## src/rtl/ball_kinematics_if.sv

```systemverilog
// ball_kinematics_if: control/data bundle between the launch generator (master)
// and the ball_kinematics integrator (slave).
//   master drives : i_refresh, i_launch, i_launch_x, i_vel_x/y/z, i_hold, i_clear
//   slave drives  : o_x_pos, o_y_pos, o_z_pos, o_state, o_bounce_cnt,
//                   o_bounce, o_landed, o_done
// W/FRAC/MAX_BOUNCES must match the parameters of the attached ball_kinematics.
interface ball_kinematics_if #(
  parameter int W           = 16,
  parameter int FRAC        = 2,
  parameter int MAX_BOUNCES = 2
);
  localparam int BCW = (MAX_BOUNCES > 0) ? $clog2(MAX_BOUNCES + 1) : 1;

  logic                   i_refresh;
  logic                   i_launch;
  logic [15:0]            i_launch_x;
  logic signed [W-1:0]    i_vel_x;
  logic signed [W-1:0]    i_vel_y;
  logic signed [W-1:0]    i_vel_z;
  logic                   i_hold;
  logic                   i_clear;

  logic signed [W-FRAC:0]   o_x_pos;
  logic signed [W-FRAC:0]   o_y_pos;
  logic signed [W-FRAC-1:0] o_z_pos;
  logic [1:0]               o_state;
  logic [BCW-1:0]           o_bounce_cnt;
  logic                     o_bounce;
  logic                     o_landed;
  logic                     o_done;

  modport master (
    output i_refresh, i_launch, i_launch_x, i_vel_x, i_vel_y, i_vel_z, i_hold, i_clear,
    input  o_x_pos, o_y_pos, o_z_pos, o_state, o_bounce_cnt, o_bounce, o_landed, o_done
  );

  modport slave (
    input  i_refresh, i_launch, i_launch_x, i_vel_x, i_vel_y, i_vel_z, i_hold, i_clear,
    output o_x_pos, o_y_pos, o_z_pos, o_state, o_bounce_cnt, o_bounce, o_landed, o_done
  );
endinterface

```

## src/rtl/ball_kinematics.sv

```systemverilog
// ball_kinematics: per-frame projectile integrator for the ball sprite.
// Advances position/velocity once per i_refresh strobe, applies x/y drag toward
// zero, gravity on z, rebounds off the ground with restitution up to
// MAX_BOUNCES times, then rests for REST_FRAMES frames before auto-clearing.
// Ports:
//   i_clk   : clock
//   i_rst_n : synchronous active-low reset
//   bus     : ball_kinematics_if.slave (launch/velocity/control in,
//             projected coordinates, state, bounce count and event pulses out)
module ball_kinematics #(
  parameter int W            = 16,
  parameter int FRAC         = 2,
  parameter int X_ORIGIN     = 1590,
  parameter int X_ACC        = 1,
  parameter int Y_ACC        = 0,
  parameter int Z_ACC        = 3,
  parameter int MAX_BOUNCES  = 2,
  parameter int BOUNCE_SHIFT = 1,
  parameter int REST_FRAMES  = 60
) (
  input  logic              i_clk,
  input  logic              i_rst_n,
  ball_kinematics_if.slave  bus
);
  localparam int BCW = (MAX_BOUNCES > 0) ? $clog2(MAX_BOUNCES + 1) : 1;
  localparam int RCW = (REST_FRAMES > 0) ? $clog2(REST_FRAMES + 1) : 1;

  localparam logic signed [W:0]   XACC = (W+1)'(X_ACC);
  localparam logic signed [W:0]   YACC = (W+1)'(Y_ACC);
  localparam logic signed [W-1:0] ZACC = W'(Z_ACC);
  localparam logic signed [W-1:0] XORG = W'(X_ORIGIN);
  localparam logic [BCW-1:0]      MAXB = BCW'(MAX_BOUNCES);
  localparam logic [RCW-1:0]      RFR  = RCW'(REST_FRAMES);

  typedef enum logic [1:0] {IDLE = 2'd0, FLIGHT = 2'd1, REST = 2'd2} state_e;

  state_e              state_q, state_d;
  logic signed [W-1:0] x_pos_q, x_pos_d, y_pos_q, y_pos_d, z_pos_q, z_pos_d;
  logic signed [W-1:0] x_vel_q, x_vel_d, y_vel_q, y_vel_d, z_vel_q, z_vel_d;
  logic [BCW-1:0]      bcnt_q, bcnt_d;
  logic [RCW-1:0]      rcnt_q, rcnt_d;
  logic                bounce_q, bounce_d, landed_q, landed_d, done_q, done_d;

  logic signed [W-1:0] z_next, z_reb;
  logic signed [W:0]   y_sum;

  // Drag toward zero: anything within one step of zero stops dead rather than
  // overshooting to the other sign. Magnitude taken in W+1 bits so the most
  // negative value still compares correctly.
  function automatic logic signed [W-1:0] drag(input logic signed [W-1:0] v,
                                               input logic signed [W:0]   acc);
    logic signed [W:0] ve, mag, t;
    ve  = (W+1)'(v);
    mag = (ve < 0) ? -ve : ve;
    t   = (ve < 0) ? ve + acc : ve - acc;
    drag = (mag <= acc) ? '0 : t[W-1:0];
  endfunction

  assign z_next = z_pos_q + z_vel_q;
  assign z_reb  = (-z_vel_q) >>> BOUNCE_SHIFT;

  always_comb begin
    state_d  = state_q;
    x_pos_d  = x_pos_q;  y_pos_d = y_pos_q;  z_pos_d = z_pos_q;
    x_vel_d  = x_vel_q;  y_vel_d = y_vel_q;  z_vel_d = z_vel_q;
    bcnt_d   = bcnt_q;
    rcnt_d   = rcnt_q;
    bounce_d = 1'b0;
    landed_d = 1'b0;
    done_d   = 1'b0;

    if (bus.i_launch) begin
      // Reloads every cycle while held, so a level launch freezes the ball.
      state_d = FLIGHT;
      x_pos_d = W'(bus.i_launch_x) - XORG;
      y_pos_d = '0;
      z_pos_d = '0;
      x_vel_d = bus.i_vel_x;
      y_vel_d = bus.i_vel_y;
      z_vel_d = bus.i_vel_z;
      bcnt_d  = '0;
      rcnt_d  = '0;
    end else if (bus.i_clear) begin
      state_d = IDLE;
      x_pos_d = '0;  y_pos_d = '0;  z_pos_d = '0;
      x_vel_d = '0;  y_vel_d = '0;  z_vel_d = '0;
      bcnt_d  = '0;
      rcnt_d  = '0;
    end else if (bus.i_refresh) begin
      unique case (state_q)
        FLIGHT: begin
          x_pos_d = x_pos_q + x_vel_q;
          y_pos_d = y_pos_q + y_vel_q;
          x_vel_d = drag(x_vel_q, XACC);
          y_vel_d = drag(y_vel_q, YACC);
          if (!z_next[W-1]) begin
            z_pos_d = z_next;
            z_vel_d = z_vel_q - ZACC;
          end else if (bcnt_q < MAXB && z_reb != '0) begin
            z_pos_d  = '0;
            z_vel_d  = z_reb;
            bcnt_d   = bcnt_q + BCW'(1);
            bounce_d = 1'b1;
          end else begin
            // Too many contacts or rebound too weak to leave the ground.
            state_d  = REST;
            z_pos_d  = '0;
            x_vel_d  = '0;  y_vel_d = '0;  z_vel_d = '0;
            rcnt_d   = '0;
            landed_d = 1'b1;
            if (bcnt_q < MAXB) bcnt_d = bcnt_q + BCW'(1);
          end
        end
        REST: begin
          if (rcnt_q == RFR && !bus.i_hold) begin
            // Auto-clear: position and contact count return to zero so all
            // outputs read zero once idle.
            state_d = IDLE;
            x_pos_d = '0;  y_pos_d = '0;  z_pos_d = '0;
            bcnt_d  = '0;
            rcnt_d  = '0;
            done_d  = 1'b1;
          end else if (rcnt_q < RFR) begin
            rcnt_d = rcnt_q + RCW'(1);
          end
        end
        default: ;
      endcase
    end
  end

  always_ff @(posedge i_clk) begin
    if (!i_rst_n) begin
      state_q  <= IDLE;
      x_pos_q  <= '0;  y_pos_q <= '0;  z_pos_q <= '0;
      x_vel_q  <= '0;  y_vel_q <= '0;  z_vel_q <= '0;
      bcnt_q   <= '0;
      rcnt_q   <= '0;
      bounce_q <= 1'b0;
      landed_q <= 1'b0;
      done_q   <= 1'b0;
    end else begin
      state_q  <= state_d;
      x_pos_q  <= x_pos_d;  y_pos_q <= y_pos_d;  z_pos_q <= z_pos_d;
      x_vel_q  <= x_vel_d;  y_vel_q <= y_vel_d;  z_vel_q <= z_vel_d;
      bcnt_q   <= bcnt_d;
      rcnt_q   <= rcnt_d;
      bounce_q <= bounce_d;
      landed_q <= landed_d;
      done_q   <= done_d;
    end
  end

  // Screen projection: height lifts the sprite by half its value on y.
  assign y_sum = (W+1)'(y_pos_q) + (W+1)'(z_pos_q >>> 1);

  assign bus.o_x_pos      = (W-FRAC+1)'(x_pos_q >>> FRAC);
  assign bus.o_y_pos      = (W-FRAC+1)'(y_sum >>> FRAC);
  assign bus.o_z_pos      = (W-FRAC)'(z_pos_q >>> FRAC);
  assign bus.o_state      = state_q;
  assign bus.o_bounce_cnt = bcnt_q;
  assign bus.o_bounce     = bounce_q;
  assign bus.o_landed     = landed_q;
  assign bus.o_done       = done_q;
endmodule

```

## src/flat_wrapper.sv

```systemverilog
// flat-port wrapper written by rule: the top's interface ports become plain ports
module ball_kinematics_flat 
#(
  parameter int W            = 16,
  parameter int FRAC         = 2,
  parameter int X_ORIGIN     = 1590,
  parameter int X_ACC        = 1,
  parameter int Y_ACC        = 0,
  parameter int Z_ACC        = 3,
  parameter int MAX_BOUNCES  = 2,
  parameter int BOUNCE_SHIFT = 1,
  parameter int REST_FRAMES  = 60
)
  (i_clk, i_rst_n, bus_i_refresh, bus_i_launch, bus_i_launch_x, bus_i_vel_x, bus_i_vel_y, bus_i_vel_z, bus_i_hold, bus_i_clear, bus_o_x_pos, bus_o_y_pos, bus_o_z_pos, bus_o_state, bus_o_bounce_cnt, bus_o_bounce, bus_o_landed, bus_o_done);
  ball_kinematics_if #(.W(W), .FRAC(FRAC), .MAX_BOUNCES(MAX_BOUNCES)) bus_i ();
  input  logic i_clk;
  input  logic i_rst_n;
  input wire logic [$bits(bus_i.i_refresh)-1:0] bus_i_refresh;
  input wire logic [$bits(bus_i.i_launch)-1:0] bus_i_launch;
  input wire logic [$bits(bus_i.i_launch_x)-1:0] bus_i_launch_x;
  input wire logic [$bits(bus_i.i_vel_x)-1:0] bus_i_vel_x;
  input wire logic [$bits(bus_i.i_vel_y)-1:0] bus_i_vel_y;
  input wire logic [$bits(bus_i.i_vel_z)-1:0] bus_i_vel_z;
  input wire logic [$bits(bus_i.i_hold)-1:0] bus_i_hold;
  input wire logic [$bits(bus_i.i_clear)-1:0] bus_i_clear;
  output wire logic [$bits(bus_i.o_x_pos)-1:0] bus_o_x_pos;
  output wire logic [$bits(bus_i.o_y_pos)-1:0] bus_o_y_pos;
  output wire logic [$bits(bus_i.o_z_pos)-1:0] bus_o_z_pos;
  output wire logic [$bits(bus_i.o_state)-1:0] bus_o_state;
  output wire logic [$bits(bus_i.o_bounce_cnt)-1:0] bus_o_bounce_cnt;
  output wire logic [$bits(bus_i.o_bounce)-1:0] bus_o_bounce;
  output wire logic [$bits(bus_i.o_landed)-1:0] bus_o_landed;
  output wire logic [$bits(bus_i.o_done)-1:0] bus_o_done;
  assign bus_i.i_refresh = bus_i_refresh;
  assign bus_i.i_launch = bus_i_launch;
  assign bus_i.i_launch_x = bus_i_launch_x;
  assign bus_i.i_vel_x = bus_i_vel_x;
  assign bus_i.i_vel_y = bus_i_vel_y;
  assign bus_i.i_vel_z = bus_i_vel_z;
  assign bus_i.i_hold = bus_i_hold;
  assign bus_i.i_clear = bus_i_clear;
  assign bus_o_x_pos = bus_i.o_x_pos;
  assign bus_o_y_pos = bus_i.o_y_pos;
  assign bus_o_z_pos = bus_i.o_z_pos;
  assign bus_o_state = bus_i.o_state;
  assign bus_o_bounce_cnt = bus_i.o_bounce_cnt;
  assign bus_o_bounce = bus_i.o_bounce;
  assign bus_o_landed = bus_i.o_landed;
  assign bus_o_done = bus_i.o_done;
  ball_kinematics #(.W(W), .FRAC(FRAC), .X_ORIGIN(X_ORIGIN), .X_ACC(X_ACC), .Y_ACC(Y_ACC), .Z_ACC(Z_ACC), .MAX_BOUNCES(MAX_BOUNCES), .BOUNCE_SHIFT(BOUNCE_SHIFT), .REST_FRAMES(REST_FRAMES)) u_core (.i_clk(i_clk), .i_rst_n(i_rst_n), .bus(bus_i));
endmodule
```

## config.mk

```make
export PLATFORM = sky130hd
export DESIGN_NAME = ball_kinematics_flat
export DESIGN_NICKNAME = d
export VERILOG_FILES = /design/src/rtl/ball_kinematics_if.sv /design/src/rtl/ball_kinematics.sv /design/src/flat_wrapper.sv
export SDC_FILE = /design/constraint.sdc
export NUM_CORES = 1
export LEC_CHECK = 0
export BUFFER_PORTS_ARGS = -buffer_cell sky130_fd_sc_hd__clkbuf_2
export CORE_UTILIZATION = 35
export DETAILED_ROUTE_END_ITERATION = 6
export GPL_TIMING_DRIVEN = 0
export HOLD_SLACK_MARGIN = 0.12
export SLEW_MARGIN = 20
export SYNTH_ARGS = -nofsm -noshare
export SYNTH_HDL_FRONTEND = slang
export SYNTH_SLANG_ARGS = --single-unit
```

## constraint.sdc

```tcl
create_clock -name i_clk -period 3 [get_ports i_clk]
set_input_delay 0.6 -clock i_clk [delete_from_list [all_inputs] [get_ports i_clk]]
set_output_delay 0.6 -clock i_clk [all_outputs]
set_load 0.1 [all_outputs]
```

* Word level (Yosys, flattened, before mapping)
Cells that the tools add are included.
** Word-level totals
- Input port bits :: 70
- Output and inout bits :: 51
- Logic and storage cells :: 116
- Register bits :: 109
** Cells by class
- Reductions and logical operators :: 18
- $add $sub $neg :: 13
- Equality and inequality tests :: 11
- Multiplexer cells :: 50
- Magnitude comparators :: 6
- Bitwise logic cells :: 5
** Operators with widths (count)
- $mux 16 :: 25
- $pmux 16 s2 :: 3
- $add 16x16->16 :: 3
- $mux 17 :: 2
- $neg 16->17 :: 2
- $lt 16x1->1 const B :: 2
- $mux 6 :: 4
- $reduce_and 5->1 :: 4
- $add 16x15->17 :: 1
- $le 17x1->1 const B :: 1
- $le 17x2->1 const B :: 1
- $add 16x2->16 const B :: 1
- $neg 16->16 :: 1
- $reduce_bool 16->1 :: 1
- $sub 16x11->16 const B :: 1
- $sub 16x2->16 const B :: 1
- $sub 16x3->16 const B :: 1
- $mux 15 :: 1
- $mux 2 :: 6
- $pmux 6 s2 :: 1
- $ne 4x3->1 const B :: 2
- $pmux 2 s2 :: 2
- $add 6x1->6 const B :: 1
- $eq 6x6->1 const B :: 1
- other kinds (21) :: 35

* Depth between registers and ports, before layout
- Word-level depth :: 10
- Mapped depth :: 12
- Depth with buffers taken out :: 11

* Least setup slack after synthesis
Ideal clock, no wire load.
- Path type :: register to output
- Start :: reg u_core.y_pos_q[1]
- End :: out bus_o_y_pos[13]
- Stages on the path, launching flop included :: 10
- Buffers on the path :: 0
- Slack :: -0.932 ns
- Data arrival time :: 3.332 ns
- Path through :: dfxtp_1 > ha_1 > a31oi_1 > o21bai_1 > a211oi_1 > o31ai_1 > and2_1 > o21a_1 > o21ai_0 > xnor2_1
** Between the ends
- Longest elaborated chain between the ends :: 1
** Ends and longest elaborated chain
- start: declaration :: line ball_kinematics.sv:38 : logic signed [W-1:0] x_pos_q, x_pos_d, y_pos_q, y_pos_d, z_pos_q, z_pos_d;
- start signal: assignment :: line ball_kinematics.sv:144 : x_pos_q <= x_pos_d; y_pos_q <= y_pos_d; z_pos_q <= z_pos_d;
- $add 16x15->17 :: line ball_kinematics.sv:155 : assign y_sum = (W+1)'(y_pos_q) + (W+1)'(z_pos_q >>> 1);
- end: declaration :: line flat_wrapper.sv:27 : output wire logic [$bits(bus_i.o_y_pos)-1:0] bus_o_y_pos;
Every way passes these cells.

* Worst setup path after layout
- Start :: reg u_core.z_pos_q[8]
- End :: out bus_o_y_pos[14]
** Between the ends
- Longest elaborated chain between the ends :: 1
** Ends and longest elaborated chain (line)
- start: declaration :: ball_kinematics.sv:38
- start signal: assignment :: ball_kinematics.sv:144
- $add 16x15->17 :: ball_kinematics.sv:155
Every way passes these cells.

==> metrics.cfg <==
[route]
wire_per_inst_um=17.3
drc=0
first_iter_violations=622
postRouteAntennaNets=0
first_pass_iters=5
vias_per_cell=5.61
wl_um=28100
via_count=9119

[timing]
setup_slack_ps=-260
finalSetupTns_ps=-935
clock.fmax_mhz=307
rsz0062_at_grt=true
period_minus_slack_ps=3260
finalSetupViolCount=5
max_slew_margin_pct=45.5
slew_viol_final=0
whs_ps=457
timing.final.crit_share_pct=109
hold_viol_final=0
clock_skew_ps=16.3
tightestPinTransition_ps=815

[worst_setup_path]
worstPathCellList=ha_4, or3_4, a211oi_4, o31ai_4, and2_4, o21a_4, o21ai_4, and2_4, clkbuf_16
path_delay_family=compound AO/OA/AOI/OAI gates
path_class=flop to output pin
start_kind=flop
r2r_setup_slack_ps=70
path_buf_inv=1
worstPathRequired_ps=2400
worstSetupEndpointType=output pin
critPathMostFrequentCell=and2_4
cp_slowest_cell=or3_4
reg2reg_depth=11
r2r_start=u_core.z_vel_q[1]
cp_max_fo=3
cp.arrival_ps=2660
r2r-end=u_core.x_vel_q[12]
slowest_delay_ps=390

[die]
core-area_um2=25200
die_area_um2=26400
pin_count=121
die_w_um=162
num_rows=58
die_h_um=162
initial_core_util_pct=35.8

[clock_tree]
path_clk_slew_ps=80
cts_max_path_buffers=2
cts-buffers-inserted=9
tritoncts=yes
clock_sinks=108
postCtsHoldBufs=0
clk_latency_ps=370
htree_levels=3
clock-root-buffer=clkbuf_16

[place]
portBuffers=116
pre_cts_ws_ps=-761
hpwlAfterDp_um=21200
gp_congestion=0.904

[run]
cap_violations=0

[final_layout]
drive_gt1_share_pct=24.1
syn_to_final_growth_pct=26.2
nets=1445
diodes=0

[logic_synthesis]
synth_area_um2=9010
synth_top_cells_by_area=dfxtp_1, ha_1, xnor2_1, nor2_1, a21oi_1
synthArstFlopShare_pct=0
synthFlopType=dfxtp_1
syn_area_per_cell_um2=7.93
synth_top_area_share_pct=24.0
ys_ff_latch=108
seq_area_frac_synth_pct=24.0
syn-instance-count=1136
synth_nets=1291
synth-edff-count=0
ys_warn_count=0
ys_types=74
synth_top_area_cell=dfxtp_1

[global_routing]
grt_max_degree=25
grt_usage_pct=20.9
antenna_found_initial=0
grt_pass1_wl_um=43500
grt_pass1_vias=8342
grt-ovfl-total=0

[power]
power_mw=4.80
power.leakage_nw=4.84
power_density_nw_per_um2=422
peakVddDrop_uv=273

[run_status]
status=finished with violations
violations=negative setup slack

[worst_hold_path]
holdCritPathClass=input pin to flop
worstHoldEndpoint=u_core.y_vel_q[0]
hp-start=bus_i_vel_y[0]
hold_depth=2

[synthesized netlist by cell type (20+ instances only)]
library cell and count:
xor2_1 31, a21oi_1 76, buf_4 30, nor2_1 121, ha_1 81, a21o_1 20
nor3_1 44, dfxtp_1 108, nand2_1 60, inv_1 28, clkbuf_1 53, o21ai_0 73
nand3_1 22, a22oi_1 40, xnor2_1 57
[registers in the layout, summed over array words and instances (netlist names)]
signal                   count
u_core.y_pos_q              16
u_core.bus.o_state           2
u_core.bus.o_done            1
u_core.y_vel_q              16
u_core.bus.o_landed          1
u_core.z_vel_q              16
u_core.x_vel_q              16
u_core.rcnt_q                6
u_core.bus.o_bounce_cnt      2
u_core.z_pos_q              15
u_core.bus.o_bounce          1
u_core.x_pos_q              16
[where the power goes]
part           internal (mW)  switching, mW  total [mW]
Clock                  0.836          0.634        1.47
Sequential              1.51          0.135        1.64
Combinational          0.676           1.01        1.69
[cells by family after synthesis]
| logic type | share of synthesized area [%] |
|---|---|
| adder cells (fa/ha/maj) | 12.1 |
| AO/OA/AOI/OAI | 28.7 |
| other | 0.0416 |
| flip-flops | 24.0 |
| buffers and inverters | 6.59 |
| AND/OR/NAND/NOR | 18.4 |
| XOR/XNOR | 8.56 |
| multiplexers | 1.51 |
[layer usage]
layer	wire length [µm]	vias to the layer above	global-route usage [%]	part of all wire (%)
li1	-	4538	-	-
met1	13100	4293	27.8	47
met3	1320	40	2.98	4.7
met2	13000	248	34.4	46
met5	0	-	0	0
met4	682	0	6.82	2.4
[layout make-up]
type                    count  area [µm²]
fillers                  2455       13800
multi-input cells         906        6800
flip-flops and latches    108        2210
repair buffers            144         938
plain buffers              92         539
well taps                 330         413
clock buffers               9         225
clock inverters             7         131
inverters                  29         113
[layout by cell type, fill, tap and decap left out, types with 7 or more instances in the layout]
| master | n |
|---|---|
| clkbuf_1 | 44 |
| o21a_1 | 10 |
| a22oi_1 | 40 |
| or3_1 | 8 |
| xor2_1 | 31 |
| nand3_1 | 21 |
| a31oi_1 | 15 |
| xnor2_1 | 48 |
| and2_1 | 8 |
| inv_1 | 26 |
| clkbuf_2 | 109 |
| and3_1 | 11 |
| xnor2_2 | 8 |
| a22o_1 | 17 |
| nand2b_1 | 13 |
| nor2b_1 | 10 |
| o21ai_0 | 69 |
| nand4_1 | 14 |
| ha_1 | 71 |
| nor3_1 | 41 |
| buf_4 | 59 |
| dfxtp_2 | 10 |
| a32oi_1 | 7 |
| ha_4 | 10 |
| a21oi_1 | 71 |
| nor4_1 | 8 |
| a221oi_1 | 14 |
| o22ai_1 | 12 |
| clkbuf_16 | 12 |
| dfxtp_4 | 9 |
| dfxtp_1 | 89 |
| o211ai_1 | 7 |
| nand2_1 | 60 |
| mux2i_1 | 7 |
| a211oi_1 | 9 |
| nor2_1 | 111 |
| a21o_1 | 20 |
[how the worst max path moves through the flow]
stage / cells after the start / from / to
after floorplan: 7 / u_core.y_pos_q[1] / bus_o_y_pos[10]
after global placement: 10 / u_core.z_pos_q[2] / bus_o_y_pos[14]
after detailed placement: 10 / u_core.z_pos_q[2] / bus_o_y_pos[14]
after CTS: 10 / u_core.z_pos_q[2] / bus_o_y_pos[13]
after global routing: 9 / u_core.z_pos_q[8] / bus_o_y_pos[13]
final: 9 / u_core.z_pos_q[8] / bus_o_y_pos[14]
[metrics by stage]
| stage | utilization [%] | instances | cell area (µm²) |
|---|---|---|---|
| after global placement | 40.1 | 1582 | 10100 |
| final | 45.1 | 1625 | 11400 |
| after detailed placement | 40.1 | 1582 | 10100 |
| after global routing | 45.1 | 1625 | 11400 |
| after CTS | 43.3 | 1605 | 10900 |
| after floorplan | - | 1136 | 9100 |
[worst register-to-register path: stages, from the launching register on]
cell	delay (ps)
dfxtp_4	420
clkinvlp_4	150
ha_4	220
xnor2_1	120
nor2_1	90
mux2i_1	80
or4_4	570
o41ai_4	450
a21oi_4	120
nand4_1	290
buf_4	220
o22ai_1	60
[repair_timing]
action | 4_1_cts | 5_1_grt
setup buffers | 8 | 19
resized for setup | 85 | 79
setup endpoints to repair | 87 | 92
pin swaps | 7 | 21
cloned | 0 | 1
Note: power is estimated with default switching activity, not from simulation.
